$ cat src/rtl/rs_issue_sched_pkg.sv
// Shared scheduler definitions: FU classes, latencies and derived widths.
package rs_issue_sched_pkg;

  localparam int unsigned RS_SZ    = 5;
  localparam int unsigned ALU_LAT  = 1;
  localparam int unsigned LD_LAT   = 2;
  localparam int unsigned MULT_LAT = 4;
  localparam int unsigned FU_COUNT = 5;
  localparam int unsigned FU_W     = 3;
  localparam int unsigned IDX_W    = $clog2(RS_SZ);
  localparam int unsigned LAT_W    = $clog2(MULT_LAT + 1);
  localparam int unsigned SLOT_W   = $clog2(MULT_LAT);

  // Encoding doubles as the bit position in the fu_busy vector.
  typedef enum logic [FU_W-1:0] {
    FU_ALU = 3'd0,
    FU_LD  = 3'd1,
    FU_ST  = 3'd2,
    FU_FP1 = 3'd3,
    FU_FP2 = 3'd4
  } fu_e;

  // Issue-to-CDB latency; zero means the unit never writes the CDB.
  function automatic logic [LAT_W-1:0] lat_of(input fu_e fu);
    case (fu)
      FU_ALU:         lat_of = LAT_W'(ALU_LAT);
      FU_LD:          lat_of = LAT_W'(LD_LAT);
      FU_FP1, FU_FP2: lat_of = LAT_W'(MULT_LAT);
      default:        lat_of = '0;
    endcase
  endfunction

endpackage

$ cat src/rtl/rs_issue_sched_rr_arb.sv
// Combinational round-robin arbiter (double-width mask method).
//   i_req   : request vector
//   i_ptr   : highest-priority index (must be < N)
//   o_grant : one-hot grant
//   o_idx   : index of the granted request
//   o_valid : any request granted
module rs_issue_sched_rr_arb #(
  parameter int unsigned N  = 5,
  parameter int unsigned IW = $clog2(N)
) (
  input  logic [N-1:0]  i_req,
  input  logic [IW-1:0] i_ptr,
  output logic [N-1:0]  o_grant,
  output logic [IW-1:0] o_idx,
  output logic          o_valid
);

  logic [2*N-1:0] w_dbl;
  logic [2*N-1:0] w_mask;
  logic [2*N-1:0] w_cand;
  logic           w_found;
  int unsigned    w_sel;

  // Lowest set bit at or above the pointer in the doubled vector wraps naturally.
  always_comb begin
    w_dbl   = {i_req, i_req};
    w_mask  = '0;
    w_found = 1'b0;
    w_sel   = 0;
    o_grant = '0;
    for (int unsigned j = 0; j < 2*N; j++) begin
      w_mask[j] = (j >= 32'(i_ptr));
    end
    w_cand = w_dbl & w_mask;
    for (int unsigned j = 0; j < 2*N; j++) begin
      if (!w_found && w_cand[j]) begin
        w_found = 1'b1;
        w_sel   = (j < N) ? j : (j - N);
      end
    end
    for (int unsigned k = 0; k < N; k++) begin
      o_grant[k] = w_found && (w_sel == k);
    end
    o_idx   = IW'(w_sel);
    o_valid = w_found;
  end

endmodule

$ cat src/rtl/rs_issue_sched.sv
// Reservation-station issue scheduler: one issue per cycle, FP occupancy
// tracking, and CDB slot reservation so completions never collide.
//   i_clock, i_reset   : clock, synchronous active-high reset
//   i_squash           : flush in-flight work
//   i_entry_busy/ready : per-entry valid and operands-ready
//   i_entry_fu         : packed FU class per entry (FU_W bits each)
//   o_entry_clear      : combinational one-hot clear of the granted entry
//   o_issue_*          : registered issue request to execute
//   o_fu_busy          : per-FU occupied, {FP2,FP1,ST,LD,ALU}
//   o_cdb_valid/fu     : reserved completion broadcasting this cycle
module rs_issue_sched
  import rs_issue_sched_pkg::*;
(
  input  logic                  i_clock,
  input  logic                  i_reset,
  input  logic                  i_squash,
  input  logic [RS_SZ-1:0]      i_entry_busy,
  input  logic [RS_SZ-1:0]      i_entry_ready,
  input  logic [RS_SZ*FU_W-1:0] i_entry_fu,
  output logic [RS_SZ-1:0]      o_entry_clear,
  output logic                  o_issue_valid,
  output logic [IDX_W-1:0]      o_issue_idx,
  output logic [FU_W-1:0]       o_issue_fu,
  output logic [FU_COUNT-1:0]   o_fu_busy,
  output logic                  o_cdb_valid,
  output logic [FU_W-1:0]       o_cdb_fu
);

  logic [IDX_W-1:0]    r_rr_ptr;
  logic [MULT_LAT-1:0] r_res;
  fu_e                 r_owner [MULT_LAT];
  logic [LAT_W-1:0]    r_fp1_cnt;
  logic [LAT_W-1:0]    r_fp2_cnt;
  logic                r_issue_valid;
  logic [IDX_W-1:0]    r_issue_idx;
  fu_e                 r_issue_fu;
  logic [FU_COUNT-1:0] r_fu_busy;

  fu_e                 w_fu  [RS_SZ];
  logic [LAT_W-1:0]    w_lat [RS_SZ];
  logic [RS_SZ-1:0]    w_fu_free;
  logic [RS_SZ-1:0]    w_slot_free;
  logic [RS_SZ-1:0]    w_req;
  logic [MULT_LAT-1:0] w_res_sh;
  logic [RS_SZ-1:0]    w_grant;
  logic [IDX_W-1:0]    w_gidx;
  logic                w_gvalid;
  fu_e                 w_gfu;
  logic [LAT_W-1:0]    w_glat;
  logic [MULT_LAT-1:0] w_res_nxt;
  fu_e                 w_owner_nxt [MULT_LAT];
  logic [LAT_W-1:0]    w_fp1_nxt;
  logic [LAT_W-1:0]    w_fp2_nxt;
  logic [IDX_W-1:0]    w_rr_nxt;

  // Slots are judged on the post-shift view, i.e. where a new grant would land.
  assign w_res_sh = {1'b0, r_res[MULT_LAT-1:1]};

  // Per-entry eligibility. An FP unit is free once its counter is at most 1.
  always_comb begin
    w_fu_free   = '0;
    w_slot_free = '0;
    w_req       = '0;
    for (int i = 0; i < RS_SZ; i++) begin
      w_fu[i]  = fu_e'(i_entry_fu[i*FU_W +: FU_W]);
      w_lat[i] = lat_of(w_fu[i]);
      case (w_fu[i])
        FU_ALU, FU_LD, FU_ST: w_fu_free[i] = 1'b1;
        FU_FP1:               w_fu_free[i] = (r_fp1_cnt <= LAT_W'(1));
        FU_FP2:               w_fu_free[i] = (r_fp2_cnt <= LAT_W'(1));
        default:              w_fu_free[i] = 1'b0;
      endcase
      w_slot_free[i] = 1'b1;
      if (w_lat[i] != '0) begin
        w_slot_free[i] = !w_res_sh[SLOT_W'(w_lat[i] - LAT_W'(1))];
      end
      w_req[i] = i_entry_busy[i] & i_entry_ready[i] & !i_squash & !i_reset
               & w_fu_free[i] & w_slot_free[i];
    end
  end

  rs_issue_sched_rr_arb #(
    .N  (RS_SZ),
    .IW (IDX_W)
  ) u_arb (
    .i_req   (w_req),
    .i_ptr   (r_rr_ptr),
    .o_grant (w_grant),
    .o_idx   (w_gidx),
    .o_valid (w_gvalid)
  );

  // Next-state for reservations, FP counters and pointer.
  always_comb begin
    w_gfu = FU_ALU;
    for (int i = 0; i < RS_SZ; i++) begin
      if (w_grant[i]) w_gfu = w_fu[i];
    end
    w_glat    = lat_of(w_gfu);
    w_res_nxt = w_res_sh;
    for (int k = 0; k < MULT_LAT; k++) begin
      w_owner_nxt[k] = (k < MULT_LAT - 1) ? r_owner[k+1] : FU_ALU;
    end
    if (w_gvalid && (w_glat != '0)) begin
      w_res_nxt[SLOT_W'(w_glat - LAT_W'(1))]   = 1'b1;
      w_owner_nxt[SLOT_W'(w_glat - LAT_W'(1))] = w_gfu;
    end
    w_fp1_nxt = (r_fp1_cnt != '0) ? r_fp1_cnt - LAT_W'(1) : '0;
    w_fp2_nxt = (r_fp2_cnt != '0) ? r_fp2_cnt - LAT_W'(1) : '0;
    if (w_gvalid && (w_gfu == FU_FP1)) w_fp1_nxt = LAT_W'(MULT_LAT);
    if (w_gvalid && (w_gfu == FU_FP2)) w_fp2_nxt = LAT_W'(MULT_LAT);
    // Explicit wrap: RS_SZ is not a power of two.
    w_rr_nxt = (w_gidx == IDX_W'(RS_SZ - 1)) ? '0 : w_gidx + IDX_W'(1);
  end

  // State and output registers.
  always_ff @(posedge i_clock) begin
    if (i_reset) begin
      r_rr_ptr      <= '0;
      r_res         <= '0;
      r_fp1_cnt     <= '0;
      r_fp2_cnt     <= '0;
      r_issue_valid <= 1'b0;
      r_issue_idx   <= '0;
      r_issue_fu    <= FU_ALU;
      r_fu_busy     <= '0;
      for (int k = 0; k < MULT_LAT; k++) r_owner[k] <= FU_ALU;
    end else if (i_squash) begin
      r_res         <= '0;
      r_fp1_cnt     <= '0;
      r_fp2_cnt     <= '0;
      r_issue_valid <= 1'b0;
      r_fu_busy     <= '0;
      for (int k = 0; k < MULT_LAT; k++) r_owner[k] <= FU_ALU;
    end else begin
      r_res         <= w_res_nxt;
      r_fp1_cnt     <= w_fp1_nxt;
      r_fp2_cnt     <= w_fp2_nxt;
      r_issue_valid <= w_gvalid;
      r_fu_busy     <= {w_fp2_nxt != '0, w_fp1_nxt != '0, 3'b000};
      for (int k = 0; k < MULT_LAT; k++) r_owner[k] <= w_owner_nxt[k];
      if (w_gvalid) begin
        r_rr_ptr    <= w_rr_nxt;
        r_issue_idx <= w_gidx;
        r_issue_fu  <= w_gfu;
      end
    end
  end

  assign o_entry_clear = w_grant;
  assign o_issue_valid = r_issue_valid;
  assign o_issue_idx   = r_issue_idx;
  assign o_issue_fu    = r_issue_fu;
  assign o_fu_busy     = r_fu_busy;
  assign o_cdb_valid   = r_res[0];
  assign o_cdb_fu      = r_owner[0];

endmodule
$ cat config.mk
export PLATFORM = sky130hd
export DESIGN_NAME = rs_issue_sched
export DESIGN_NICKNAME = d
export VERILOG_FILES = /design/src/rtl/rs_issue_sched_pkg.sv /design/src/rtl/rs_issue_sched_rr_arb.sv /design/src/rtl/rs_issue_sched.sv
export SDC_FILE = /design/constraint.sdc
export NUM_CORES = 1
export LEC_CHECK = 0
export CORE_MARGIN = 2
export CORE_UTILIZATION = 25
export DETAILED_ROUTE_END_ITERATION = 6
export SLEW_MARGIN = 15
export SYNTH_ARGS = -nofsm -noshare
export SYNTH_HDL_FRONTEND = slang
export SYNTH_SLANG_ARGS = --single-unit
$ cat constraint.sdc
create_clock -name i_clock -period 11.3 [get_ports i_clock]
set_input_delay 2.26 -clock i_clock [delete_from_list [all_inputs] [get_ports i_clock]]
set_output_delay 2.26 -clock i_clock [all_outputs]
set_load 0.005 [all_outputs]
==> out/metrics.cfg, run 1 <==
[synthesis]
synth_edf_count=9
ys_top_cells_by_area=dfxtp_1 21%, edfxtp_1 11%, ha_1 6.8%, nor2_1 4.5%, o211a_1 4.2%
syn_inst=278
yosysWarnings=0
syn-cell-area_um2=2400
synth_most_common_cell=nor2_1
avgSynthCellArea_um2=8.65
synth_cell_types=69
ys_ff_latch=34
seq_area_frac_synth=0.320
synth_common_cells=29 x nor2_1, 26 x nand2_1, 25 x dfxtp_1, 19 x o21ai_0, 17 x inv_1
synthAdderAreaFrac=0.0676
yosys.area.top_type_share=0.208
synth_top_family_by_area=compound AO/OA/AOI/OAI gates
synth-compound-area-share=0.310
synth-main-ff-cell=dfxtp_1
muxShareOfSynthArea=0.0260
synth-simple-area-share=0.215
async_flop_share=0
synth_top_area_cell=dfxtp_1
synth_xor_area_frac=0

[cells_and_area]
nets=369
area_growth_pct=28.0
layout-drive-gt1-share=0.0851
antenna_cells=0
finish.instance_area_um2=3080
stdcell_count=458

[die]
fp.coreArea_um2=9280
ios=49
dieWidth_um=102
start_util=0.259
rows=35
die_area_um2=10400
die_h_um=102

[route]
drt-initial-drc-count=139
totalWireLength_um=6970
post_drt_wl_per_cell_um=15.2
avgViaCountPerCell=4.90
vias=2245
dr.pass1.iters=4
drcViolationCount=0
final_antenna_net_count=0

[worst_setup_path]
crit_path_start_kind=primary input
critical_path.startpoint=i_reset
crit_type=in2out
r2r_cells=16
reg2reg_slack_ns=6.83
r2r-end=r_owner[0][2]$_SDFFCE_PN0P_
critPathMaxFanout=25
required_ns=9.04
arrival_ns=6.82
end_kind=output port
timing.rr.start=r_fp2_cnt[1]$_SDFF_PN0_

[cts]
hold_buffers=0
cts_resized=0
path_clk_slew_ns=0.07
cts_buffers=5
cts_tree=yes
clock_latency_ns=0.28
post_cts_buffers=0
cts_buffer_depth=2
clock-root-buffer=clkbuf_8
clock_sinks=34
htreeDepth=2

[job]
drv_cap=0

[worst_hold_path]
hold_path_class=reg2reg
whs_endpoint=r_owner[2][0]$_SDFFE_PP0P_
min_path_cells=1
holdCritStartpoint=r_owner[3][0]$_SDFFCE_PN0P_

[placement]
dp_cells=450
postPlaceCellArea_um2=2980
io_buffers=45
dpl.hpwl_um=5390
gp_congestion=0.916

[global_route]
grt_pass1_vias=2213
grt_max_degree=26
antenna_found_initial=0
overflow=0
grt_pass1_wl_um=11400
grt_util_all_layers=0.140

[pwr]
vdd_ir_drop_max_v=0.0000513
powerDensity_nw_per_um2=100
p_leak_nw=1.22
p_total_w=0.000308

[timing]
skew_ns=0.00426
setup_violations=0
tns_ns=0
finalHoldViolCount=0
worstMarginPinSlew_ns=1.01
relSlewSlack=0.327
clock.fmax_ghz=0.110
period_needed_ns=9.08
hold_ws_ns=0.444
maxSlewViolCount=0
fin_crit_sh=0.804
rsz0062_at_grt=false

[run_status]
status=finished, final reports clean

critical path, stage by stage:
cell	delay [ns]
clkdlybuf4s50_1	0.57
nor2_2	0.83
o2111ai_1	0.33
nor3_1	0.80
nor2_1	0.11
o22ai_1	0.18
o221ai_1	0.23
inv_1	0.16
ha_1	0.15
ha_1	0.25
inv_1	0.14
nor2_1	0.23
clkdlybuf4s50_1	0.55
how the worst max path moves through the flow:
stage	depth (start not counted)	end	slack, ns
5_1_grt	13	o_entry_clear[3]	1.82
3_3_place_gp	13	o_entry_clear[3]	2.23
2_1_floorplan	12	o_entry_clear[3]	4.01
4_1_cts	13	o_entry_clear[3]	2.23
3_5_place_dp	13	o_entry_clear[3]	2.23
6_report	13	o_entry_clear[3]	2.22
where the power goes:
group | leakage [nW] | total (W) | switching, W | internal (W)
clock network | 0.0472 | 0.0000937 | 0.0000447 | 0.0000489
logic | 0.875 | 0.0000747 | 0.0000395 | 0.0000353
registers | 0.296 | 0.000140 | 0.00000635 | 0.000133
cell type report:
type                       count  area, µm²
timing repair buffer          45        450
fill                        1001       6210
clock inverter                 2       12.5
clock buffer                   6       82.6
inverter                      18       67.6
tap                          129        161
sequential                    34        771
multi-input combinational    224       1530
routing by layer:
metal	vias up	global-route usage	part of all wire
li1	1119	-	-
met1	1048	0.193	0.47
met2	70	0.226	0.45
met3	8	0.0233	0.058
met4	0	0.0410	0.015
met5	-	0	0
cell usage in the layout, fill, tap and decap left out, types with 9 or more instances in the layout:
| cell | Yosys | layout |
|---|---|---|
| clkdlybuf4s50_1 | 0 | 45 |
| nor2_1 | 29 | 29 |
| nand2_1 | 26 | 26 |
| dfxtp_1 | 25 | 25 |
| o21ai_0 | 19 | 19 |
| inv_1 | 17 | 17 |
| a21oi_1 | 14 | 14 |
| ha_1 | 13 | 13 |
| conb_1 | 2 | 12 |
| o211a_1 | 10 | 10 |
| edfxtp_1 | 9 | 9 |
state kept, by name (all words and copies together) (netlist names):
signal,count
o_issue_idx,3
r_fp2_cnt,3
o_issue_valid,1
r_owner,12
r_rr_ptr,3
r_res,4
o_issue_fu,3
o_fu_busy,2
r_fp1_cnt,3
cells by family after synthesis:
logic type               after synthesis
flip-flops                            34
adder cells (fa/ha/maj)               13
multiplexers                           6
buffers and inverters                 30
other                                  2
AND/OR/NAND/NOR                      103
AO/OA/AOI/OAI                         90
stage by stage:
stage | setup WS, ns | util
2_1_floorplan | 4.01 | -
3_3_place_gp | 2.23 | 0.321
4_1_cts | 2.23 | 0.332
3_5_place_dp | 2.23 | 0.321
6_report | 2.22 | 0.332
5_1_grt | 1.82 | 0.332
(Power assumes the default switching activity.)
==> run 2: changes to the inputs <==
Clock period 11.3 ns to 9.3 ns, I/O delays scaled along.
==> out/metrics.cfg, run 2 (synthesized netlist as in run 1, its figures left out) <==
[run_status]
status=finished, final reports clean

[worst_hold_path]
holdCritStartpoint=r_owner[3][2]$_SDFFCE_PN0P_
whs_endpoint=r_owner[2][2]$_SDFFE_PP0P_
hold_path_class=reg2reg
min_path_cells=1  ; unchanged

[worst_setup_path]
crit_chain=clkdlybuf4s50_1 -> or3_1 -> ha_1 -> o311ai_0 -> o21ai_0 -> a221oi_2 -> a21boi_0 -> o21ai_0 -> o31a_1 -> ha_1 -> inv_1 -> or3_4 -> inv_2 -> clkdlybuf4s50_1
end_kind=output port
r2r-end=r_owner[0][0]$_SDFFCE_PN0P_
crit_path_max_incr_delay_ns=0.67  ; -0.16 ns
r2r_cells=16  ; unchanged
crit_type=in2out
crit_path_start_kind=primary input
critPathTopFamily=compound AO/OA/AOI/OAI gates
cp_slowest_cell=a221oi_2
required_ns=7.44  ; -1.60 ns
crit_buf_inv=4  ; unchanged
timing.rr.start=r_fp2_cnt[1]$_SDFF_PN0_
reg2reg_slack_ns=4.87  ; -1.96 ns
critPathMaxFanout=8  ; -68%
arrival_ns=6.24  ; -0.58 ns

[timing]
period_needed_ns=8.10
setup_violations=0  ; unchanged
tns_ns=0  ; unchanged
rsz0062_at_grt=false
maxSlewViolCount=0  ; unchanged
hold_ws_ns=0.444  ; -0.0000530 ns
finalHoldViolCount=0  ; unchanged
clock.fmax_ghz=0.123
worstMarginPinSlew_ns=0.851  ; -0.158 ns
fin_crit_sh=0.871
relSlewSlack=0.429  ; +0.102
skew_ns=0.0114  ; +0.00719 ns

[cts]
hold_buffers=0  ; unchanged
cts_tree=yes
clock_latency_ns=0.29  ; about the same
path_clk_slew_ns=0.07  ; about the same
post_cts_buffers=0  ; unchanged
clock-root-buffer=clkbuf_8
htreeDepth=2  ; unchanged
cts_resized=0  ; unchanged
cts_buffers=5  ; unchanged
cts_buffer_depth=2  ; unchanged
clock_sinks=34  ; unchanged

[cells_and_area]
area_growth_pct=30.1
layout_commonest_cell=clkdlybuf4s50_1
finish.instance_area_um2=3130  ; +1.6%
reg_top3=r_owner: 12 flops, r_res: 4 flops
nets=370  ; +0.27%
largest_reg_flops=12  ; unchanged
layout-drive-gt1-share=0.0879  ; +0.00277
fill_cells=993  ; -0.80%
regMostFlops=r_owner
final_cell_mix=45 x clkdlybuf4s50_1, 29 x nor2_1, 26 x nand2_1
antenna_cells=0  ; unchanged

[job]
drv_cap=0  ; unchanged

[placement]
dpl.hpwl_um=5260  ; -2.5%
gp_congestion=0.961  ; +5.0%
io_buffers=45  ; unchanged
postPlaceCellArea_um2=2990  ; +0.25%

[pwr]
swShare=0.266  ; -0.0278
seq_power_share=0.399  ; -0.054
switchingPower_w=0.000113  ; +25%
p_total_w=0.000426  ; +38%
p_int_w=0.000312  ; +44%
comb_power_share=0.215  ; -0.028
p_leak_nw=1.24  ; +2.2%
vdd_ir_drop_max_v=0.0000782  ; +52%
powerDensity_nw_per_um2=136  ; +36%
pwr-share-clk=0.387  ; +0.083

[route]
drcViolationCount=0  ; unchanged
post_drt_wl_per_cell_um=14.9  ; -2.2%
met2_wirelength_um=3140  ; -0.35%
top_layer=met4
dr.pass1.iters=4  ; unchanged
met3_length_um=427  ; +6.5%
drt-initial-drc-count=94  ; -32%
final_antenna_net_count=0  ; unchanged
totalWireLength_um=6840  ; -2.0%
vias=2273  ; +1.2%
wl_met1_um=3170  ; -4.2%
avgViaCountPerCell=4.95  ; +1.0%

[global_route]
overflow=0  ; unchanged
grt_max_degree=26  ; unchanged
grt_pass1_wl_um=10900  ; -4.2%
antenna_found_initial=0  ; unchanged
grt_pass1_vias=2191  ; -0.99%
grt_util_all_layers=0.134  ; -0.00623

[die]
fp.coreArea_um2=9280  ; unchanged
start_util=0.259  ; unchanged
die_h_um=102  ; unchanged
dieWidth_um=102  ; unchanged
ios=49  ; unchanged
rows=35  ; unchanged
die_area_um2=10400  ; unchanged

run 2: changes by cell type in the layout (fill, tap and decap cells not counted):
cell        previous run  this run
clkinvlp_4             1         0
clkbuf_8               6         5
bufinv_16              0         2
buf_4                  0         1
clkinv_4               0         1
clkinv_2               1         0
run 2: how the worst max path moves through the flow:
| stage | to | slack, ns | from | cells past startpoint |
|---|---|---|---|---|
| after floorplan | o_entry_clear[3] | 2.81 | i_entry_fu[1] | 12 |
| after global placement | o_entry_clear[3] | 1.18 | i_entry_fu[11] | 15 |
| after global routing | o_entry_clear[3] | 0.85 | i_entry_fu[11] | 15 |
| after CTS | o_entry_clear[3] | 1.20 | i_entry_fu[11] | 15 |
| after detailed placement | o_entry_clear[3] | 1.21 | i_entry_fu[11] | 15 |
| final | o_entry_clear[4] | 1.20 | i_entry_fu[6] | 14 |
run 2: final cells by class:
| class | count | area [µm²] | area share |
|---|---|---|---|
| Timing Repair Buffer | 46 | 458 | 0.146 |
| Clock buffer | 5 | 68.8 | 0.0220 |
| Sequential cell | 34 | 771 | 0.246 |
| Inverter | 18 | 67.6 | 0.0216 |
| Multi-Input combinational cell | 224 | 1530 | 0.490 |
| Tap cell | 129 | 161 | 0.0516 |
| Clock inverter | 3 | 68.8 | 0.0220 |
run 2: metrics by stage:
stage	instances	worst slack, ns	util
2_1_floorplan	288	2.81	-
3_3_place_gp	451	1.18	0.322
3_5_place_dp	451	1.21	0.322
4_1_cts	459	1.20	0.337
5_1_grt	459	0.852	0.337
6_report	459	1.20	0.337
run 2: routing by layer:
layer / GRT usage / up-vias
met3: 0.0233 / 8
li1: - / 1118
met1: 0.179 / 1082
met2: 0.221 / 65
met4: 0.0400 / 0
met5: 0 / -
run 2: power by group through the flow:
| stage | Sequential [W] | Clock, W | Combinational [W] |
|---|---|---|---|
| finish | 0.000170 | 0.000165 | 0.0000913 |
| global placement | 0.000173 | 0 | 0.0000904 |
| floorplan | 0.000171 | 0 | 0.0000529 |
| CTS | 0.000170 | 0.000168 | 0.0000911 |
| global route | 0.000171 | 0.000174 | 0.000101 |
| detailed placement | 0.000173 | 0 | 0.0000904 |
==> run 3: changes to the inputs <==
Settings changed: CORE_MARGIN 2 to default, SKIP_LAST_GASP from default to 1, SLEW_MARGIN 15 to default.
==> out/metrics.cfg, run 3 (synthesized netlist as in run 1, its figures left out) <==
[timing]
finalHoldViolCount=0  ; unchanged
tns_ns=0  ; unchanged
clock.fmax_ghz=0.122  ; -1.2%
maxSlewViolCount=0  ; unchanged
hold_ws_ns=0.441  ; -0.00249 ns
worstMarginPinSlew_ns=0.935  ; +0.0842 ns
relSlewSlack=0.372  ; -0.0565
setup_violations=0  ; unchanged
skew_ns=0.00675  ; -0.00469 ns
rsz0062_at_grt=false
period_needed_ns=8.19  ; +0.0944 ns
fin_crit_sh=0.881  ; +0.0101

[cells_and_area]
nets=370  ; unchanged
area_growth_pct=28.3
reg_top3=r_owner: 12 flops, r_res: 4 flops
antenna_cells=0  ; unchanged
stdcell_count=459  ; unchanged
regMostFlops=r_owner
layout-drive-gt1-share=0.0879  ; unchanged
layout_commonest_cell=clkdlybuf4s50_1
largest_reg_flops=12  ; unchanged
final_cell_mix=45 x clkdlybuf4s50_1, 29 x nor2_1, 26 x nand2_1

[die]
die_h_um=100  ; -2.0%
rows=35  ; unchanged
ios=49  ; unchanged
die_area_um2=10000  ; -3.9%
dieWidth_um=100  ; -2.0%
fp.coreArea_um2=9280  ; unchanged
start_util=0.259  ; unchanged

[cts]
clock_sinks=34  ; unchanged
cts_buffers=5  ; unchanged
cts_buffer_depth=2  ; unchanged
post_cts_buffers=0  ; unchanged
clock-root-buffer=clkbuf_8
clock_latency_ns=0.28  ; about the same
cts_resized=0  ; unchanged
htreeDepth=2  ; unchanged
hold_buffers=0  ; unchanged
path_clk_slew_ns=0.07  ; about the same
cts_tree=yes

[placement]
gp_congestion=0.872  ; -9.4%
io_buffers=45  ; unchanged
dp_cells=451  ; unchanged
dpl.hpwl_um=5330  ; +1.5%

[worst_setup_path]
end_kind=output port
r2r_cells=16  ; unchanged
timing.rr.start=r_fp2_cnt[2]$_SDFF_PN0_
r2r-end=r_owner[0][0]$_SDFFCE_PN0P_
reg2reg_slack_ns=4.84  ; -0.03 ns
critPathMaxFanout=8  ; unchanged
arrival_ns=6.33  ; +0.09 ns
required_ns=7.44  ; about the same
crit_path_start_kind=primary input
crit_type=in2out

[global_route]
antenna_found_initial=0  ; unchanged
grt_pass1_wl_um=10900  ; unchanged
grt.busiest_layer=met2
grtUsageMet3=0.0209  ; -0.00236
grt_pass1_vias=2165  ; -1.2%
grt_max_degree=26  ; unchanged
grt_util_all_layers=0.141  ; +0.00683
globalRouteMet2Util=0.229  ; +0.00802
overflow=0  ; unchanged
use_met1=0.189  ; +0.0100

[route]
final_antenna_net_count=0  ; unchanged
dr.pass1.iters=4  ; unchanged
avgViaCountPerCell=4.91  ; -0.79%
post_drt_wl_per_cell_um=15.0  ; +0.53%
drcViolationCount=0  ; unchanged
drt-initial-drc-count=92  ; -2.1%
vias=2255  ; -0.79%
totalWireLength_um=6870  ; +0.53%

[worst_hold_path]
hold_path_class=reg2reg
holdCritStartpoint=r_owner[3][1]$_SDFFCE_PN0P_
whs_endpoint=r_owner[2][1]$_SDFFE_PP0P_
min_path_cells=1  ; unchanged

[pwr]
vdd_ir_drop_max_v=0.0000709  ; -9.2%
powerDensity_nw_per_um2=121  ; -11%
p_leak_nw=1.22  ; -1.7%
p_total_w=0.000373  ; -12%

[job]
drv_cap=0  ; unchanged

[run_status]
status=finished, final reports clean

-- run 3: changes by cell type in the layout (fill, tap and decap cells not counted), sizes merged --
cell      change
bufinv        -2
clkinvlp      +1
clkbuf        +1
-- run 3: per-layer routing --
| metal | vias up | share of wire |
|---|---|---|
| li1 | 1118 | - |
| met1 | 1075 | 0.48 |
| met2 | 53 | 0.46 |
| met3 | 9 | 0.040 |
| met4 | 0 | 0.019 |
| met5 | - | 0 |
-- run 3: layout make-up --
class                   instances  area, µm²
fillers                      1003       6200
multi-input cells             224       1530
flip-flops and latches         34        771
repair buffers                 46        458
well taps                     129        161
clock buffers                   6       82.6
inverters                      18       67.6
clock inverters                 2       12.5
-- run 3: worst max path at each step --
stage | end | cells after the start | startpoint
after floorplan | o_entry_clear[3] | 12 | i_entry_fu[1]
after global placement | o_entry_clear[3] | 15 | i_entry_fu[11]
after detailed placement | o_entry_clear[3] | 15 | i_entry_fu[11]
after CTS | o_entry_clear[4] | 14 | i_entry_fu[6]
after global routing | o_entry_clear[3] | 15 | i_entry_fu[11]
final | o_entry_clear[4] | 14 | i_entry_fu[6]
-- run 3: power breakdown --
group          internal, W  switching [W]
sequential        0.000162     0.00000781
clock            0.0000594      0.0000523
combinational    0.0000432      0.0000482
-- run 3: metrics by stage --
step | setup slack, ns | instance area [µm²] | utilization
CTS | 1.17 | 3090 | 0.332
floorplan | 2.81 | 2440 | -
global route | 0.792 | 3090 | 0.332
detailed placement | 1.17 | 2990 | 0.322
global placement | 1.15 | 2990 | 0.322
finish | 1.11 | 3090 | 0.332
-- run 3: worst max-delay path, cell delays in order --
cell and delay (ns):
clkdlybuf4s50_1 0.55, or3_1 0.44, ha_1 0.33, mux2i_1 0.19, o21ai_0 0.10, a221oi_2 0.74
a21boi_0 0.19, o21ai_0 0.23, o31a_1 0.30, ha_1 0.24, inv_1 0.08, or3_4 0.41
inv_2 0.14, clkdlybuf4s50_1 0.52
